==> config.mk <==
export PLATFORM = sky130hd
export DESIGN_NAME = seq_stage_ctrl_flat
export DESIGN_NICKNAME = d
export VERILOG_FILES = /design/src/rtl/seq_stage_ctrl_pkg.sv /design/src/rtl/seq_stage_ctrl_if.sv /design/src/rtl/seq_stage_ctrl_timer.sv /design/src/rtl/seq_stage_ctrl.sv /design/src/flat_wrapper.sv
export SDC_FILE = /design/constraint.sdc
export NUM_CORES = 1
export LEC_CHECK = 0
export ABC_AREA = 1
export CAP_MARGIN = 40
export CORE_UTILIZATION = 40
export CTS_CLUSTER_DIAMETER = 50
export DETAILED_ROUTE_END_ITERATION = 10
export HOLD_SLACK_MARGIN = 0.03
export PLACE_DENSITY = 0.71
export SYNTH_ARGS = -nofsm -noshare
export SYNTH_HDL_FRONTEND = slang
export SYNTH_SLANG_ARGS = --single-unit
==> constraint.sdc <==
create_clock -name clk -period 6.8 [get_ports clk]
set_input_delay 0.68 -clock clk [delete_from_list [all_inputs] [get_ports clk]]
set_output_delay 0.68 -clock clk [all_outputs]
set_load 0.01 [all_outputs]
==> src/rtl/seq_stage_ctrl_pkg.sv <==
// Shared Y86-64 constants for the SEQ stage sequencer: icodes, status codes,
// stage state encoding and stage enable bit positions.
package y86_pkg;

  localparam logic [3:0] IHALT   = 4'h0;
  localparam logic [3:0] INOP    = 4'h1;
  localparam logic [3:0] IRRMOVQ = 4'h2;
  localparam logic [3:0] IIRMOVQ = 4'h3;
  localparam logic [3:0] IRMMOVQ = 4'h4;
  localparam logic [3:0] IMRMOVQ = 4'h5;
  localparam logic [3:0] IOPQ    = 4'h6;
  localparam logic [3:0] IJXX    = 4'h7;
  localparam logic [3:0] ICALL   = 4'h8;
  localparam logic [3:0] IRET    = 4'h9;
  localparam logic [3:0] IPUSHQ  = 4'hA;
  localparam logic [3:0] IPOPQ   = 4'hB;

  localparam logic [2:0] SAOK = 3'd1;
  localparam logic [2:0] SHLT = 3'd2;
  localparam logic [2:0] SADR = 3'd3;
  localparam logic [2:0] SINS = 3'd4;

  localparam int SE_F   = 0;
  localparam int SE_D   = 1;
  localparam int SE_E   = 2;
  localparam int SE_M   = 3;
  localparam int SE_W   = 4;
  localparam int SE_PCU = 5;

  typedef enum logic [2:0] {
    ST_IDLE, ST_FETCH, ST_DECODE, ST_EXECUTE,
    ST_MEMORY, ST_WRITEBACK, ST_PCUPD, ST_HALT
  } stage_state_t;

  function automatic logic needs_mem(input logic [3:0] ic);
    return (ic == IRMMOVQ) || (ic == IMRMOVQ) || (ic == ICALL) ||
           (ic == IRET) || (ic == IPUSHQ) || (ic == IPOPQ);
  endfunction

  function automatic logic [5:0] stage_onehot(input stage_state_t s);
    logic [5:0] v;
    v = '0;
    case (s)
      ST_FETCH:     v[SE_F]   = 1'b1;
      ST_DECODE:    v[SE_D]   = 1'b1;
      ST_EXECUTE:   v[SE_E]   = 1'b1;
      ST_MEMORY:    v[SE_M]   = 1'b1;
      ST_WRITEBACK: v[SE_W]   = 1'b1;
      ST_PCUPD:     v[SE_PCU] = 1'b1;
      default:      v         = '0;
    endcase
    return v;
  endfunction

endpackage

==> src/rtl/seq_stage_ctrl_if.sv <==
// Instruction/data memory handshake bundle between the sequencer (master)
// and the fetch/memory side (slave). A req stays high until the cycle its ack is seen.
interface seq_stage_ctrl_if;
  logic       fetch_req;
  logic       fetch_ack;
  logic [3:0] icode;
  logic       instr_valid;
  logic       imem_err;
  logic       dmem_req;
  logic       mem_ack;
  logic       dmem_err;

  modport master (
    output fetch_req, dmem_req,
    input  fetch_ack, icode, instr_valid, imem_err, mem_ack, dmem_err
  );

  modport slave (
    input  fetch_req, dmem_req,
    output fetch_ack, icode, instr_valid, imem_err, mem_ack, dmem_err
  );
endinterface

==> src/rtl/seq_stage_ctrl_timer.sv <==
// Wait-cycle timer shared by the fetch and data-memory waits; fires on the
// TIMEOUT-th unacknowledged cycle, and an ack in that cycle suppresses it.
module mem_wait_timer #(
  parameter int TIMEOUT = 16
) (
  input  logic clk,
  input  logic rst,
  input  logic clear_i,
  input  logic run_i,
  input  logic ack_i,
  output logic timeout_o
);
  localparam int W = $clog2(TIMEOUT + 1);

  logic [W-1:0] cnt_q;

  assign timeout_o = run_i && !ack_i && (cnt_q == W'(TIMEOUT - 1));

  always_ff @(posedge clk or posedge rst) begin
    if (rst) begin
      cnt_q <= '0;
    end else if (clear_i) begin
      cnt_q <= '0;
    end else if (run_i && !ack_i && !timeout_o) begin
      cnt_q <= cnt_q + W'(1);
    end
  end
endmodule

==> src/rtl/seq_stage_ctrl.sv <==
// Multi-cycle SEQ Y86-64 sequencer: owns the PC, walks one-hot stage enables,
// runs memory handshakes with timeout and tracks status plus counters.
module seq_stage_ctrl
  import y86_pkg::*;
#(
  parameter logic [63:0] RESET_PC    = 64'h0,
  parameter int          MEM_TIMEOUT = 16,
  parameter int          CNT_W       = 32
) (
  input  logic                clk,
  input  logic                rst,
  input  logic                start,
  seq_stage_ctrl_if.master    bus,
  input  logic [63:0]         new_pc,
  output logic [63:0]         pc,
  output logic [5:0]          stage_en,
  output logic [2:0]          stat,
  output logic                halted,
  output logic [CNT_W-1:0]    cycle_cnt,
  output logic [CNT_W-1:0]    instr_cnt,
  output stage_state_t        state_dbg
);
  stage_state_t     state_q, state_d;
  logic [63:0]      pc_q;
  logic [2:0]       stat_q, stat_d;
  logic [3:0]       icode_q, icode_d;
  logic [5:0]       stage_en_q;
  logic             fetch_req_q, dmem_req_q, halted_q;
  logic [CNT_W-1:0] cycle_cnt_q, instr_cnt_q;
  logic             retire, commit_pc, timeout, wait_ack;

  assign wait_ack = (state_q == ST_FETCH) ? bus.fetch_ack : bus.mem_ack;

  mem_wait_timer #(.TIMEOUT(MEM_TIMEOUT)) u_timer (
    .clk       (clk),
    .rst       (rst),
    .clear_i   (!(state_q == ST_FETCH || state_q == ST_MEMORY)),
    .run_i     (fetch_req_q || dmem_req_q),
    .ack_i     (wait_ack),
    .timeout_o (timeout)
  );

  always_comb begin
    state_d   = state_q;
    stat_d    = stat_q;
    icode_d   = icode_q;
    retire    = 1'b0;
    commit_pc = 1'b0;
    case (state_q)
      ST_IDLE:      if (start) state_d = ST_FETCH;
      ST_FETCH: begin
        if (bus.fetch_ack) begin
          icode_d = bus.icode;
          if (bus.imem_err) begin
            stat_d  = SADR;
            state_d = ST_HALT;
          end else if (!bus.instr_valid) begin
            stat_d  = SINS;
            state_d = ST_HALT;
          end else if (bus.icode == IHALT) begin
            stat_d  = SHLT;
            state_d = ST_HALT;
            retire  = 1'b1;
          end else begin
            state_d = ST_DECODE;
          end
        end else if (timeout) begin
          stat_d  = SADR;
          state_d = ST_HALT;
        end
      end
      ST_DECODE:    state_d = ST_EXECUTE;
      ST_EXECUTE:   state_d = ST_MEMORY;
      ST_MEMORY: begin
        if (!needs_mem(icode_q)) begin
          state_d = ST_WRITEBACK;
        end else if (bus.mem_ack) begin
          if (bus.dmem_err) begin
            stat_d  = SADR;
            state_d = ST_HALT;
          end else begin
            state_d = ST_WRITEBACK;
          end
        end else if (timeout) begin
          stat_d  = SADR;
          state_d = ST_HALT;
        end
      end
      ST_WRITEBACK: state_d = ST_PCUPD;
      ST_PCUPD: begin
        commit_pc = 1'b1;
        retire    = 1'b1;
        state_d   = ST_FETCH;
      end
      default:      state_d = ST_HALT;
    endcase
  end

  // Outputs are registered from the next state so they line up with state_q.
  always_ff @(posedge clk or posedge rst) begin
    if (rst) begin
      state_q     <= ST_IDLE;
      pc_q        <= RESET_PC;
      stat_q      <= SAOK;
      icode_q     <= IHALT;
      stage_en_q  <= '0;
      fetch_req_q <= 1'b0;
      dmem_req_q  <= 1'b0;
      halted_q    <= 1'b0;
      cycle_cnt_q <= '0;
      instr_cnt_q <= '0;
    end else begin
      state_q     <= state_d;
      stat_q      <= stat_d;
      icode_q     <= icode_d;
      stage_en_q  <= stage_onehot(state_d);
      fetch_req_q <= (state_d == ST_FETCH);
      dmem_req_q  <= (state_d == ST_MEMORY) && needs_mem(icode_d);
      halted_q    <= (state_d == ST_HALT);
      if (commit_pc) pc_q <= new_pc;
      if (retire && (instr_cnt_q != {CNT_W{1'b1}}))
        instr_cnt_q <= instr_cnt_q + CNT_W'(1);
      if ((state_q != ST_IDLE) && (state_q != ST_HALT) && (cycle_cnt_q != {CNT_W{1'b1}}))
        cycle_cnt_q <= cycle_cnt_q + CNT_W'(1);
    end
  end

  assign pc            = pc_q;
  assign stage_en      = stage_en_q;
  assign stat          = stat_q;
  assign halted        = halted_q;
  assign cycle_cnt     = cycle_cnt_q;
  assign instr_cnt     = instr_cnt_q;
  assign state_dbg     = state_q;
  assign bus.fetch_req = fetch_req_q;
  assign bus.dmem_req  = dmem_req_q;
endmodule

==> src/flat_wrapper.sv <==
// flat-port wrapper written by rule: the top's interface ports become plain ports
module seq_stage_ctrl_flat import y86_pkg::*;
#(
  parameter logic [63:0] RESET_PC    = 64'h0,
  parameter int          MEM_TIMEOUT = 16,
  parameter int          CNT_W       = 32
)
  (clk, rst, start, new_pc, pc, stage_en, stat, halted, cycle_cnt, instr_cnt, state_dbg, bus_fetch_req, bus_dmem_req, bus_fetch_ack, bus_icode, bus_instr_valid, bus_imem_err, bus_mem_ack, bus_dmem_err);
  seq_stage_ctrl_if bus_i ();
  input  logic clk;
  input  logic rst;
  input  logic start;
  input  logic [63:0] new_pc;
  output logic [63:0] pc;
  output logic [5:0] stage_en;
  output logic [2:0] stat;
  output logic halted;
  output logic [CNT_W-1:0] cycle_cnt;
  output logic [CNT_W-1:0] instr_cnt;
  output stage_state_t state_dbg;
  output wire logic [$bits(bus_i.fetch_req)-1:0] bus_fetch_req;
  output wire logic [$bits(bus_i.dmem_req)-1:0] bus_dmem_req;
  input wire logic [$bits(bus_i.fetch_ack)-1:0] bus_fetch_ack;
  input wire logic [$bits(bus_i.icode)-1:0] bus_icode;
  input wire logic [$bits(bus_i.instr_valid)-1:0] bus_instr_valid;
  input wire logic [$bits(bus_i.imem_err)-1:0] bus_imem_err;
  input wire logic [$bits(bus_i.mem_ack)-1:0] bus_mem_ack;
  input wire logic [$bits(bus_i.dmem_err)-1:0] bus_dmem_err;
  assign bus_fetch_req = bus_i.fetch_req;
  assign bus_dmem_req = bus_i.dmem_req;
  assign bus_i.fetch_ack = bus_fetch_ack;
  assign bus_i.icode = bus_icode;
  assign bus_i.instr_valid = bus_instr_valid;
  assign bus_i.imem_err = bus_imem_err;
  assign bus_i.mem_ack = bus_mem_ack;
  assign bus_i.dmem_err = bus_dmem_err;
  seq_stage_ctrl #(.RESET_PC(RESET_PC), .MEM_TIMEOUT(MEM_TIMEOUT), .CNT_W(CNT_W)) u_core (.clk(clk), .rst(rst), .start(start), .bus(bus_i), .new_pc(new_pc), .pc(pc), .stage_en(stage_en), .stat(stat), .halted(halted), .cycle_cnt(cycle_cnt), .instr_cnt(instr_cnt), .state_dbg(state_dbg));
endmodule
Yosys cells after proc, flatten, opt, wreduce, memory -nomap -nowiden --
Index checks and enable logic that the tools add are counted.
Storage, ports and cells: word-level logic and storage cells 109, output and inout bits 143, flip-flop bits (word level) 152, input port bits 76
Cells by class: reduce and logical (&&, ||, !) cells 26, equal/unequal tests 33, add/subtract/negate cells 3, muxes and demuxes 36
Operators by type and width (count):
- adder 32 x 1 -> 32 bit (second input constant) | 2
- inequality test 32 bit (second input constant) | 2
- 2-to-1 mux 3 bit | 16
- equality test 4 bit (second input constant) | 8
- equality test 3 bit (second input constant) | 7
- case mux 3 bit (7 select lines) | 1
- equality test 4 x 3 -> 1 bit (second input constant) | 4
- equality test 3 x 2 -> 1 bit (second input constant) | 4
- logical OR 1 bit | 12
- 2-to-1 mux 1 bit | 12
- 2-to-1 mux 5 bit | 2
- 2-to-1 mux 4 bit | 2
- logical AND 1 bit | 7
- equality test 3 x 1 -> 1 bit (second input constant) | 2
- inequality test 3 bit (second input constant) | 2
- case mux 3 bit (2 select lines) | 1
- adder 5 x 1 -> 5 bit (second input constant) | 1
- equality test 5 x 4 -> 1 bit (second input constant) | 1
- inequality test 5 bit (second input constant) | 1
- logical NOT 4 bit | 1
- inequality test 2 bit (second input constant) | 2
- AND reduction 4 bit | 1
- logical NOT 3 bit | 1
- nonzero test 3 bit | 1
- other kinds (4) | 5

Depth between registers and ports, before layout --
Gate-level depths: netlist (run 1).
depth in word-level cells 11, mapped depth 12, gate-level depth less buffers 11

By module --
From an unflattened synthesis (run 1), not the netlist that was laid out.
Unflattened totals: cell total of the unflattened synthesis 970, area, all modules 7868.8 µm²
Modules (own cells, without submodules):
- seq_stage_ctrl | sequential area each 3629.7 µm², cells each 934, instances 1, area each 7577.3 µm²
- mem_wait_timer | sequential area each 125.1 µm², cells each 36, instances 1, area each 291.5 µm²

Least setup slack after synthesis (run 1) --
Ideal clock, no wire load.
kind register to register, start register u_core.instr_cnt_q[0], in the netlist u_core.instr_cnt[0], end register u_core.instr_cnt_q[26], in the netlist u_core.instr_cnt[26], buffers on the path 2, stages on the path, launching flop included 13, arrival 1.609 ns, setup slack 5.074 ns, data required time 6.684 ns, clock period less this slack 1.726 ns, library setup time 0.116 ns, cell sequence dfrtp_1 > ha_1 > inv_1 > nor2_4 > nand2_2 > nor2_2 > nand2_1 > nand2_2 > inv_2 > buf_6 > buf_6 > nand2_1 > nand2_1
Between the ends: word-level cells in the longest chain between the ends 2, elaborated cells between the ends (all ways) 3, those cells by class add/sub (1); eq/ne (1); reduce/logical (1)
Ends and longest elaborated chain:
- from (decl) | line seq_stage_ctrl.sv:29 | logic [CNT_W-1:0] cycle_cnt_q, instr_cnt_q;
- from (signal assigned) | line seq_stage_ctrl.sv:122 | instr_cnt_q <= instr_cnt_q + CNT_W'(1);
- parallel branches: the longest is 2 deep, another holds adder 32 x 1 -> 32 bit
Parallel ways; which one is timed is not known. A chain may end at the register's enable or synchronous reset.

Worst setup path after layout (run 1) --
start register u_core.state_q[0], in the netlist u_core.state_dbg[0], end register u_core.instr_cnt_q[25], in the netlist u_core.instr_cnt[25]
Between the ends: word-level cells in the longest chain between the ends 3, elaborated cells between the ends (all ways) 4, those cells by class eq/ne (2); mux (1); reduce/logical (1)
Ends and longest elaborated chain:
- from (decl) | line seq_stage_ctrl.sv:23 | stage_state_t state_q, state_d;
- from (signal assigned) | line seq_stage_ctrl.sv:113 | state_q <= state_d;
- equality test 3 bit / equality test 3 x 1 -> 1 bit (equally long branches) | line seq_stage_ctrl.sv:49 | case (state_q)
- case mux 1 bit (2 select lines) * | line seq_stage_ctrl.sv:49
- logical AND 1 bit * | line seq_stage_ctrl.sv:121 | if (retire && (instr_cnt_q != {CNT_W{1'b1}}))
Mark *: on every way between the ends. The rest lies on a longest branch, timed or not.

==> results.md, run 1 <==
* Status: complete, but fails checks
* Failing checks: DRC
* # H-tree levels at 4
* Cts hold-fix bufs at 0
* Hold path endpoint: u_core.stat[0]
* Share of layout cells above drive strength 1 at 0.116
* # IOs at ~220
* Drt wl/cell at approximately 15 um
* TritonCTS clock tree: done
* CP required at 7.09 ns
* Clock sink count at 150
* Post-synth net total at 923
* RSZ-0062 raised after global routing: false
* IO buf count at roughly 220
* Worst-path clk slew at 0.06 ns
* Syn Inst Count at about 840
* PwrDens at about 390 nW/um^2
* Area contributors post-synth: dfrtp_1, nand2_1, mux2_2
* Worst-Margin Slew at 0.867 ns
* Initial antenna violation count at 0
* Critical path endpoint category: register
* All-Layer GR Usage at 0.212
* Tmin final at approximately 2.9 ns
* Die span in y at between 100 and 150 um
* Commonest non-fill, non-tap cell in the layout: nand2_1
* Storage element area at around 3800 sq um
* Worst path slowest cell: buf_4
* Pre-CTS setup slack at 3.52 ns
* Multi-input gate area at around 3300 sq um
* CP Max Fanout at 65
* Most frequent cells in the layout: nand2_1, clkdlybuf4s50_1, dfrtp_1
* Global-route wire length before repair at between 30000 and 40000 um
* DP HPWL at between 10000 and 15000 um
* CP Class: reg2reg
* Syn Area/Cell at approximately 9 sq um
* Vias per Instance at approximately 4.9
* Total grt overflow at 0
* Worst r2r dst: u_core.instr_cnt[25]
* Worst setup SP type: register
* Placed cell areas at between 9000 and 10000 sq um
* Synthesized flop and latch total at 150
* Fin crit share at 0.424
* Routed Wire Length at between 15000 and 20000 um
* Cells on worst reg2reg path at 10
* Post-CTS Setup Bufs at 0
* Fin worst setup slack at about 4 ns
* Peak supply drop at between 0.00015 and 0.0002 V
* # rows at 49
* Leak at 4.58 nW
* Final Hold Vio Count at 0
* Area Growth Syn to Fin at 39.8%
* CTS Buffer Depth at 2
* Vias at 6417
* Pin count of the biggest net entering global routing at 67
* Sum Neg Setup Slack at 0 ns
* Synth top area share at 0.499
* Fillers at between 1500 and 2000
* Reg2Reg Setup Slack at about 3.9 ns
* Chip Width at about 140 um
* Critical Path AT at between 3 and 4 ns
* Final setup vio count at 0
* Cells after DPL at 1273
* Die ar. at approximately 19000 sq um
* Total CTS buffers at 17
* DRT Pass-1 Iters at 11
* Relative slew margins at 0.422
* Finished Layout Cells at between 1000 and 1500
* Clock latency on the worst-skew pair at 0.43 ns
* Hold path cells at 2
* Iter 0 DRT Violations at about 360
* Top cell type by total area after synthesis: dfrtp_1
* Max incr delay on CP at between 0.6 and 0.7 ns
* Post-CTS resize count at 0
* Unique cell type count in the Yosys netlist at 37
* Placer congestion estimate at between 0.9 and 1
* Register area share after synthesis at 0.502
* Critical path, cell by cell: inv_2 -> nand2_1 -> inv_1 -> nand2_2 -> buf_4 -> o31ai_2 -> nand2_2 -> inv_2 -> nand2_1 -> o21ai_0
* Clock skew at around 0.013 ns
* HP Start: u_core.stat[0]
* Max Freq at ~350 MHz
* Count of pins over their slew limit at 0
* Initial core utilization at 0.412
* Yosys synthesis warning count at 0
* Synth Cell Area at around 7500 sq um
* Vias in the first global route at 6143
* CTS root buf: clkbuf_16
* Nets@finish at between 1000 and 1500
* Max-cap violation count at 0
* Placeable Area at 18100 sq um
* Diode count at 0
* DRC at 14
* Worst R2R Start: u_core.state_dbg[0]
* Worst hold path class: reg2reg
* Design Area, Final at 10400 sq um
* Hold_ws at around 0.46 ns
* Post-DRT Antenna Nets at 0
==> synthesized netlist by cell type, drive strengths merged <==
cell type and number:
nand2 246, dfrtp 149, inv 88, nor2 72
mux2 64, o21ai 43, nand3 41, xor2 34
nor3 31, buf 20, nand4 13, xnor2 9
a21oi 8, nand3b 6, ha 4, nor3b 3
o22ai 2, or2 2, a21boi 1, a21o 1
a22oi 1, a31oi 1, and3 1, dfstp 1
o21a 1, o31ai 1
==> worst max path at each step <==
stage                                    from              endpoint  depth (start not counted)
after floorplan                           rst   u_core.bus.dmem_req                          1
after global placement          bus_fetch_ack  u_core.instr_cnt[31]                          7
after detailed placement        bus_fetch_ack  u_core.instr_cnt[31]                          7
after CTS                 u_core.state_dbg[0]  u_core.instr_cnt[25]                         10
after global routing      u_core.state_dbg[0]  u_core.instr_cnt[25]                         10
final                     u_core.state_dbg[0]  u_core.instr_cnt[25]                         10
==> critical path, delay by kind of cell, from the launching register on <==
| kind | cells | cell delay, ns |
|---|---|---|
| and+or+nand+nor | 4 | 0.75 |
| buffers and inverters | 4 | 1.20 |
| AOI/OAI and AO/OA | 2 | 0.31 |
| DFF | 1 | 0.46 |
==> cell type report <==
type                    instances  share of cell area
clock buffers                  18              0.0411
clock inverters                14              0.0159
inverters                      88              0.0321
multi-input cells             585               0.311
flip-flops and latches        150               0.359
well taps                     229              0.0274
repair buffers                221               0.213
==> flip-flops by register name (all words and copies together), names as in the netlist <==
| name | cells |
|---|---|
| u_core.instr_cnt | 32 |
| u_core.cycle_cnt | 32 |
| u_core.state_dbg | 3 |
| u_core.stat | 3 |
| u_core.icode_q | 3 |
| u_core.stage_en | 6 |
| u_core.pc | 64 |
| u_core.u_timer.cnt_q | 5 |
| u_core.halted | 1 |
| u_core.bus.dmem_req | 1 |
==> power by group <==
group / total [W] / switching [W] / internal [W] / leakage (nW)
registers: 0.00141 / 0.000216 / 0.00120 / 1.90
logic: 0.00164 / 0.000764 / 0.000878 / 2.39
clock network: 0.000967 / 0.000414 / 0.000553 / 0.288
==> metrics by stage <==
| step | util | total power (W) |
|---|---|---|
| 3_5_place_dp | 0.543 | 0.00309 |
| 3_3_place_gp | 0.541 | 0.00306 |
| 4_1_cts | 0.576 | 0.00406 |
| 6_report | 0.576 | 0.00402 |
| 5_1_grt | 0.576 | 0.00426 |
| 2_1_floorplan | - | 0.00230 |
==> kinds of logic after synthesis <==
| family | synth area share |
|---|---|
| AOI/OAI and AO/OA | 0.0429 |
| muxes | 0.0964 |
| xor gates and xnor gates | 0.0504 |
| adders and majority gates | 0.00670 |
| and+or+nand+nor | 0.238 |
| DFF | 0.502 |
| buffers and inverters | 0.0631 |
==> layer usage <==
metal,part of all wire,vias to the layer above,GRT usage
met5,0,-,0
met4,0.022,0,0.0760
met2,0.47,207,0.342
li1,-,3150,-
met3,0.056,44,0.0515
met1,0.45,3016,0.277
Power figures use the tool's default switching activity.
==> inputs of run 2 (changes only) <==
==> constraint.sdc (replaced) <==
create_clock -name clk -period 2.7 [get_ports clk]
set_input_delay 0.27 -clock clk [delete_from_list [all_inputs] [get_ports clk]]
set_output_delay 0.27 -clock clk [all_outputs]
set_load 0.01 [all_outputs]
==> results.md, run 2 (synthesized netlist as in run 1, its figures left out) <==
* CTS root buf: clkbuf_16
* Status: complete, but fails checks
* CP Class: reg2reg
* GRT met2 Usage at 0.365 (+0.0227)
* Worst R2R Start: u_core.cycle_cnt[1]
* Storage element area at 3750 sq um (unchanged)
* Nets@finish at 1149 (+0.52%)
* Commonest non-fill, non-tap cell in the layout: nand2_1
* Vias per Instance at 5.02 (+2.1%)
* CP Max Fanout at 35 (-46%)
* Critical path, cell by cell: ha_1 -> nand2_1 -> nor2_2 -> nand2_1 -> nor2_2 -> nand2_1 -> nand2_1 -> inv_2 -> nand2_1 -> o21ai_0
* Post-DRT Antenna Nets at 0 (unchanged)
* Worst path slowest cell: dfrtp_1
* Pin count of the biggest net entering global routing at 64 (-4.5%)
* # rows at 49 (unchanged)
* Fillers at 1624 (+1.0%)
* CTS Buffer Depth at 2 (unchanged)
* Count of pins over their slew limit at 0 (unchanged)
* Clk pwr share at 0.232 (-0.008)
* Placeable Area at 18100 sq um (unchanged)
* Placer congestion estimate at 0.918 (-0.25%)
* Area Growth Syn to Fin at 40.3%
* Total grt overflow at 0 (unchanged)
* TritonCTS clock tree: done
* RSZ-0062 raised after global routing: false
* Pre-CTS setup slack at 0.467 ns (-3.05 ns)
* All-Layer GR Usage at 0.218 (+0.00655)
* Final Hold Vio Count at 0 (unchanged)
* Flop pwr share at 0.353 (about the same)
* Total chip power at 0.0101 W (+150%)
* Finished Layout Cells at 1311 (+0.46%)
* Vias in the first global route at 6323 (+2.9%)
* Final setup vio count at 0 (unchanged)
* Critical path endpoint category: register
* Leak at 4.60 nW (+0.39%)
* Worst hold path class: in2async
* Worst setup SP type: register
* Global routing met3 resource utilization at 0.0494 (-0.00207)
* Critical path launch point: u_core.cycle_cnt[1]
* Cells after DPL at 1279 (+0.47%)
* Cells on worst reg2reg path at 10 (unchanged)
* Met1 usage at 0.284 (+0.00695)
* Fin crit share at 0.823 (+0.399)
* Drt wl/cell at 15.6 um (+3.6%)
* Initial antenna violation count at 0 (unchanged)
* Chip Width at 139 um (unchanged)
* Fin worst setup slack at 0.478 ns (-3.44 ns)
* Logic gate share of total power at 0.416 (+0.008)
* Die span in y at 139 um (unchanged)
* Total CTS buffers at 17 (unchanged)
* Diode count at 0 (unchanged)
* DRT Pass-1 Iters at 9 (-2)
* DRC at 11 (-3)
* Sum Neg Setup Slack at 0 ns (unchanged)
* Tmin final at 2.22 ns (-0.660 ns)
* GR peak layer: met2
* Multi-input gate area at 3250 sq um (unchanged)
* Iter 0 DRT Violations at 355 (-0.28%)
* Clock sink count at 150 (unchanged)
* Initial core utilization at 0.412 (unchanged)
* Peak supply drop at 0.000622 V (+210%)
* IO buf count at 218 (unchanged)
* Routed Wire Length at 20500 um (+4.1%)
* Post-CTS resize count at 0 (unchanged)
* Clock skew at 0.00892 ns (-0.00364 ns)
* # IOs at 219 (unchanged)
* Max incr delay on CP at 0.39 ns (-0.26 ns)
* Max-cap violation count at 0 (unchanged)
* Post-CTS Setup Bufs at 0 (unchanged)
* Failing checks: DRC
* Worst-Margin Slew at 0.656 ns (-0.211 ns)
* Sw Share at 0.348 (+0.00156)
* Clock latency on the worst-skew pair at 0.42 ns (about the same)
* Max reg flops at 64 (unchanged)
* Most frequent cells in the layout: nand2_1, clkdlybuf4s50_1, dfrtp_1
* Share of layout cells above drive strength 1 at 0.121 (+0.00490)
* Global-route wire length before repair at 32900 um (+3.1%)
* Critical Path AT at 2.51 ns (-0.66 ns)
* Int Pwr at 0.00660 W (+150%)
* PwrDens at 964 nW/um^2 (+150%)
* Cts hold-fix bufs at 0 (unchanged)
* Worst-path clk slew at 0.07 ns (about the same)
* Relative slew margins at 0.562 (+0.140)
* Switch Pwr at 0.00352 W (+150%)
* Vias at 6584 (+2.6%)
* Max Freq at 450 MHz (+30%)
* DP HPWL at 15300 um (+5.3%)
* Die ar. at 19200 sq um (unchanged)
* Final core occ at 0.578 (+0.00234)
* CP required at 2.99 ns (-4.10 ns)
* # H-tree levels at 4 (unchanged)
* Top cell by count, worst path: nand2_1
==> run 2: cell count changes in the layout (fill, tap and decap cells not counted) <==
cell	previous run	this run
buf_4	2	6
buf_12	0	3
inv_6	5	8
clkinv_4	2	0
clkinvlp_4	2	4
inv_8	3	1
buf_16	1	0
bufinv_16	2	1
clkbuf_8	0	1
clkinv_2	1	0
==> run 2: power groups by stage <==
stage / sequential (W) / combinational, W / clock (W)
floorplan: 0.00386 / 0.00192 / 0
global placement: 0.00356 / 0.00418 / 0
detailed placement: 0.00360 / 0.00421 / 0
CTS: 0.00357 / 0.00423 / 0.00239
global route: 0.00366 / 0.00453 / 0.00248
finish: 0.00357 / 0.00420 / 0.00234
==> run 2: cell type report <==
class	count	area share
clock buffer	19	0.0422
clock inverter	13	0.0128
inverter	88	0.0318
multi-input combinational	585	0.310
sequential	150	0.358
tap	229	0.0273
timing repair buffer	227	0.218
==> run 2: metrics by stage <==
stage | hold WS [ns] | area, sq um
finish | 0.283 | 10500
global route | 0.329 | 10500
CTS | 0.295 | 10500
detailed placement | 0.458 | 9910
global placement | 0.454 | 9910
floorplan | 0.420 | 7480
==> run 2: metal layers <==
layer	vias to the layer above	routed length, um
met5	-	0
met4	0	325
met3	24	1200
met2	242	9920
met1	3152	9010
li1	3166	-
==> run 2: worst max-delay path: cells and delay by family (launching register included) <==
family / cells / cell delay [ns]
buffers and inverters: 1 / 0.31
AO/OA/AOI/OAI: 1 / 0.08
adder cells (fa/ha/maj): 1 / 0.21
AND/OR/NAND/NOR: 7 / 1.08
flip-flops: 1 / 0.39
==> run 2: worst paths after layout <==
kind	to	slack [ns]
min in group clk	u_core.pc[11]	0.45
worst min-delay path	u_core.stage_en[4]	0.28
worst max register to register	u_core.cycle_cnt[27]	0.48
worst min register to register	u_core.stat[0]	0.46
worst max-delay path	u_core.cycle_cnt[27]	0.48
max in group asynchronous	u_core.instr_cnt[12]	1.73
==> inputs of run 3 (changes only) <==
--- a/config.mk
+++ b/config.mk
@@ -11,7 +11,7 @@
 export CTS_CLUSTER_DIAMETER = 50
 export DETAILED_ROUTE_END_ITERATION = 10
 export HOLD_SLACK_MARGIN = 0.03
-export PLACE_DENSITY = 0.71
+export PLACE_DENSITY = 0.74
 export SYNTH_ARGS = -nofsm -noshare
 export SYNTH_HDL_FRONTEND = slang
 export SYNTH_SLANG_ARGS = --single-unit
==> constraint.sdc (replaced) <==
create_clock -name clk -period 1.87 [get_ports clk]
set_input_delay 0.187 -clock clk [delete_from_list [all_inputs] [get_ports clk]]
set_output_delay 0.187 -clock clk [all_outputs]
set_load 0.01 [all_outputs]
==> results.md, run 3 (synthesized netlist as in run 1, its figures left out) <==
* Status: complete, but fails checks
* Failing checks: DRC
* Peak supply drop at 0.000822 V (+32%)
* Initial antenna violation count at 0 (unchanged)
* # H-tree levels at 4 (unchanged)
* Share of layout cells above drive strength 1 at 0.179 (+0.0581)
* Total grt overflow at 0 (unchanged)
* Clock skew at 0.0143 ns (+0.00536 ns)
* Placeable Area at 18100 sq um (unchanged)
* IO buf count at 218 (unchanged)
* CP Class: reg2reg
* Leak at 4.88 nW (+6.2%)
* Clock latency on the worst-skew pair at 0.42 ns (about the same)
* CTS root buf: clkbuf_16
* Worst-Margin Slew at 0.356 ns (-0.299 ns)
* Vias in the first global route at 6639 (+5.0%)
* PwrDens at 1360 nW/um^2 (+41%)
* # IOs at 219 (unchanged)
* DP HPWL at 15500 um (+1.3%)
* Initial core utilization at 0.412 (unchanged)
* Diode count at 0 (unchanged)
* Nets@finish at 1200 (+4.4%)
* Cells after DPL at 1323 (+3.4%)
* Routed Wire Length at 20500 um (about the same)
* Chip Width at 139 um (unchanged)
* Max-cap violation count at 0 (unchanged)
* Pin count of the biggest net entering global routing at 63 (-1.6%)
* # rows at 49 (unchanged)
* Die ar. at 19200 sq um (unchanged)
* Global-route wire length before repair at 33500 um (+1.7%)
* DRC at 12 (+1)
* Placer congestion estimate at 0.945 (+2.9%)
* Critical path endpoint category: register
* Final setup vio count at 0 (unchanged)
* CP required at 2.17 ns (-0.82 ns)
* DRT Pass-1 Iters at 8 (-1)
* Max reg flops at 64 (unchanged)
* Relative slew margins at 0.761 (+0.199)
* TritonCTS clock tree: done
* Area Growth Syn to Fin at 47.4%
* All-Layer GR Usage at 0.218 (+0.000293)
* Clock sink count at 150 (unchanged)
* Count of pins over their slew limit at 0 (unchanged)
* Drt wl/cell at 15.0 um (-3.7%)
* Fin crit share at 0.949 (+0.126)
* Post-DRT Antenna Nets at 0 (unchanged)
* Total CTS buffers at 17 (unchanged)
* Tmin final at 1.77 ns (-0.447 ns)
* Worst hold path class: in2async
* CTS Buffer Depth at 2 (unchanged)
* Hold_ws at 0.0974 ns (-0.185 ns)
* Die span in y at 139 um (unchanged)
* Iter 0 DRT Violations at 451 (+27%)
* Worst setup SP type: register
* CP Max Fanout at 4 (-89%)
* Most frequent cells in the layout: nand2_1, clkdlybuf4s50_1, dfrtp_1
* Max Freq at 564 MHz (+25%)
* Final Hold Vio Count at 0 (unchanged)
* Vias at 6762 (+2.7%)
* Worst-path clk slew at 0.07 ns (about the same)
* Sum Neg Setup Slack at 0 ns (unchanged)
* Finished Layout Cells at 1362 (+3.9%)
* Vias per Instance at 4.96 (-1.1%)
* Critical Path AT at 2.07 ns (-0.44 ns)
* Total chip power at 0.0150 W (+49%)
* Commonest non-fill, non-tap cell in the layout: nand2_1
-- run 3: cell types whose count changed in the layout (fill, tap and decap cells not counted), sizes merged --
cell,before,now
buf,9,60
clkinv,0,3
bufinv,1,0
clkbuf,19,18
clkinvlp,4,3
-- run 3: power by group --
part,internal [W],switching [W]
combinational,0.00371,0.00298
sequential,0.00437,0.000741
clock,0.00174,0.00148
total,0.00982,0.00521
-- run 3: through the flow --
step,cell area (sq um),utilization,worst slack [ns]
after global routing,11000,0.607,-0.0553
after floorplan,7480,-,-0.205
after detailed placement,10300,0.569,-0.0392
after global placement,10300,0.569,0.00759
after CTS,10900,0.599,0.0468
final,11000,0.607,0.0958
-- run 3: worst paths after layout --
path	start	end	slack (ns)	depth (start not counted)
worst max-delay path	u_core.cycle_cnt[0]	u_core.cycle_cnt[20]	0.1	8
worst min-delay path	rst	u_core.stat[1]	0.1	2
worst max register to register	u_core.cycle_cnt[0]	u_core.cycle_cnt[20]	0.1	8
worst min register to register	u_core.stat[0]	u_core.stat[0]	0.47	2
max in group asynchronous	rst	u_core.stat[0]	1.15	3
min in group clk	new_pc[14]	u_core.pc[14]	0.38	2
-- run 3: critical path: stages (launching register included) --
cell     delay, ns
dfrtp_1       0.41
ha_4          0.17
nand2_2       0.08
nor2_4        0.17
nand3_2       0.14
nor3b_2       0.29
nand3_1       0.20
o21ai_1       0.16
nand2_1       0.06
-- run 3: final cells by class --
type	count	area, sq um
Fill cell	1593	7130
Sequential cell	150	3760
Multi-Input combinational cell	585	3340
Timing Repair Buffer	278	2750
Clock buffer	18	429
Inverter	88	337
Tap cell	229	287
Clock inverter	14	115
-- run 3: layer usage --
| metal | up-vias | part of all wire | track usage |
|---|---|---|---|
| met5 | - | 0 | 0 |
| met4 | 0 | 0.018 | 0.0772 |
| met3 | 27 | 0.060 | 0.0428 |
| met2 | 246 | 0.49 | 0.366 |
| met1 | 3219 | 0.43 | 0.282 |
| li1 | 3270 | - | - |
-- run 3: what timing repair did --
item	in CTS	in global routing
pin swaps	0	7
resized for setup	2	31
setup endpoints to repair	3	65
endpoints found under the hold margin	0	0
setup buffers	0	7
hold buffers	0	0
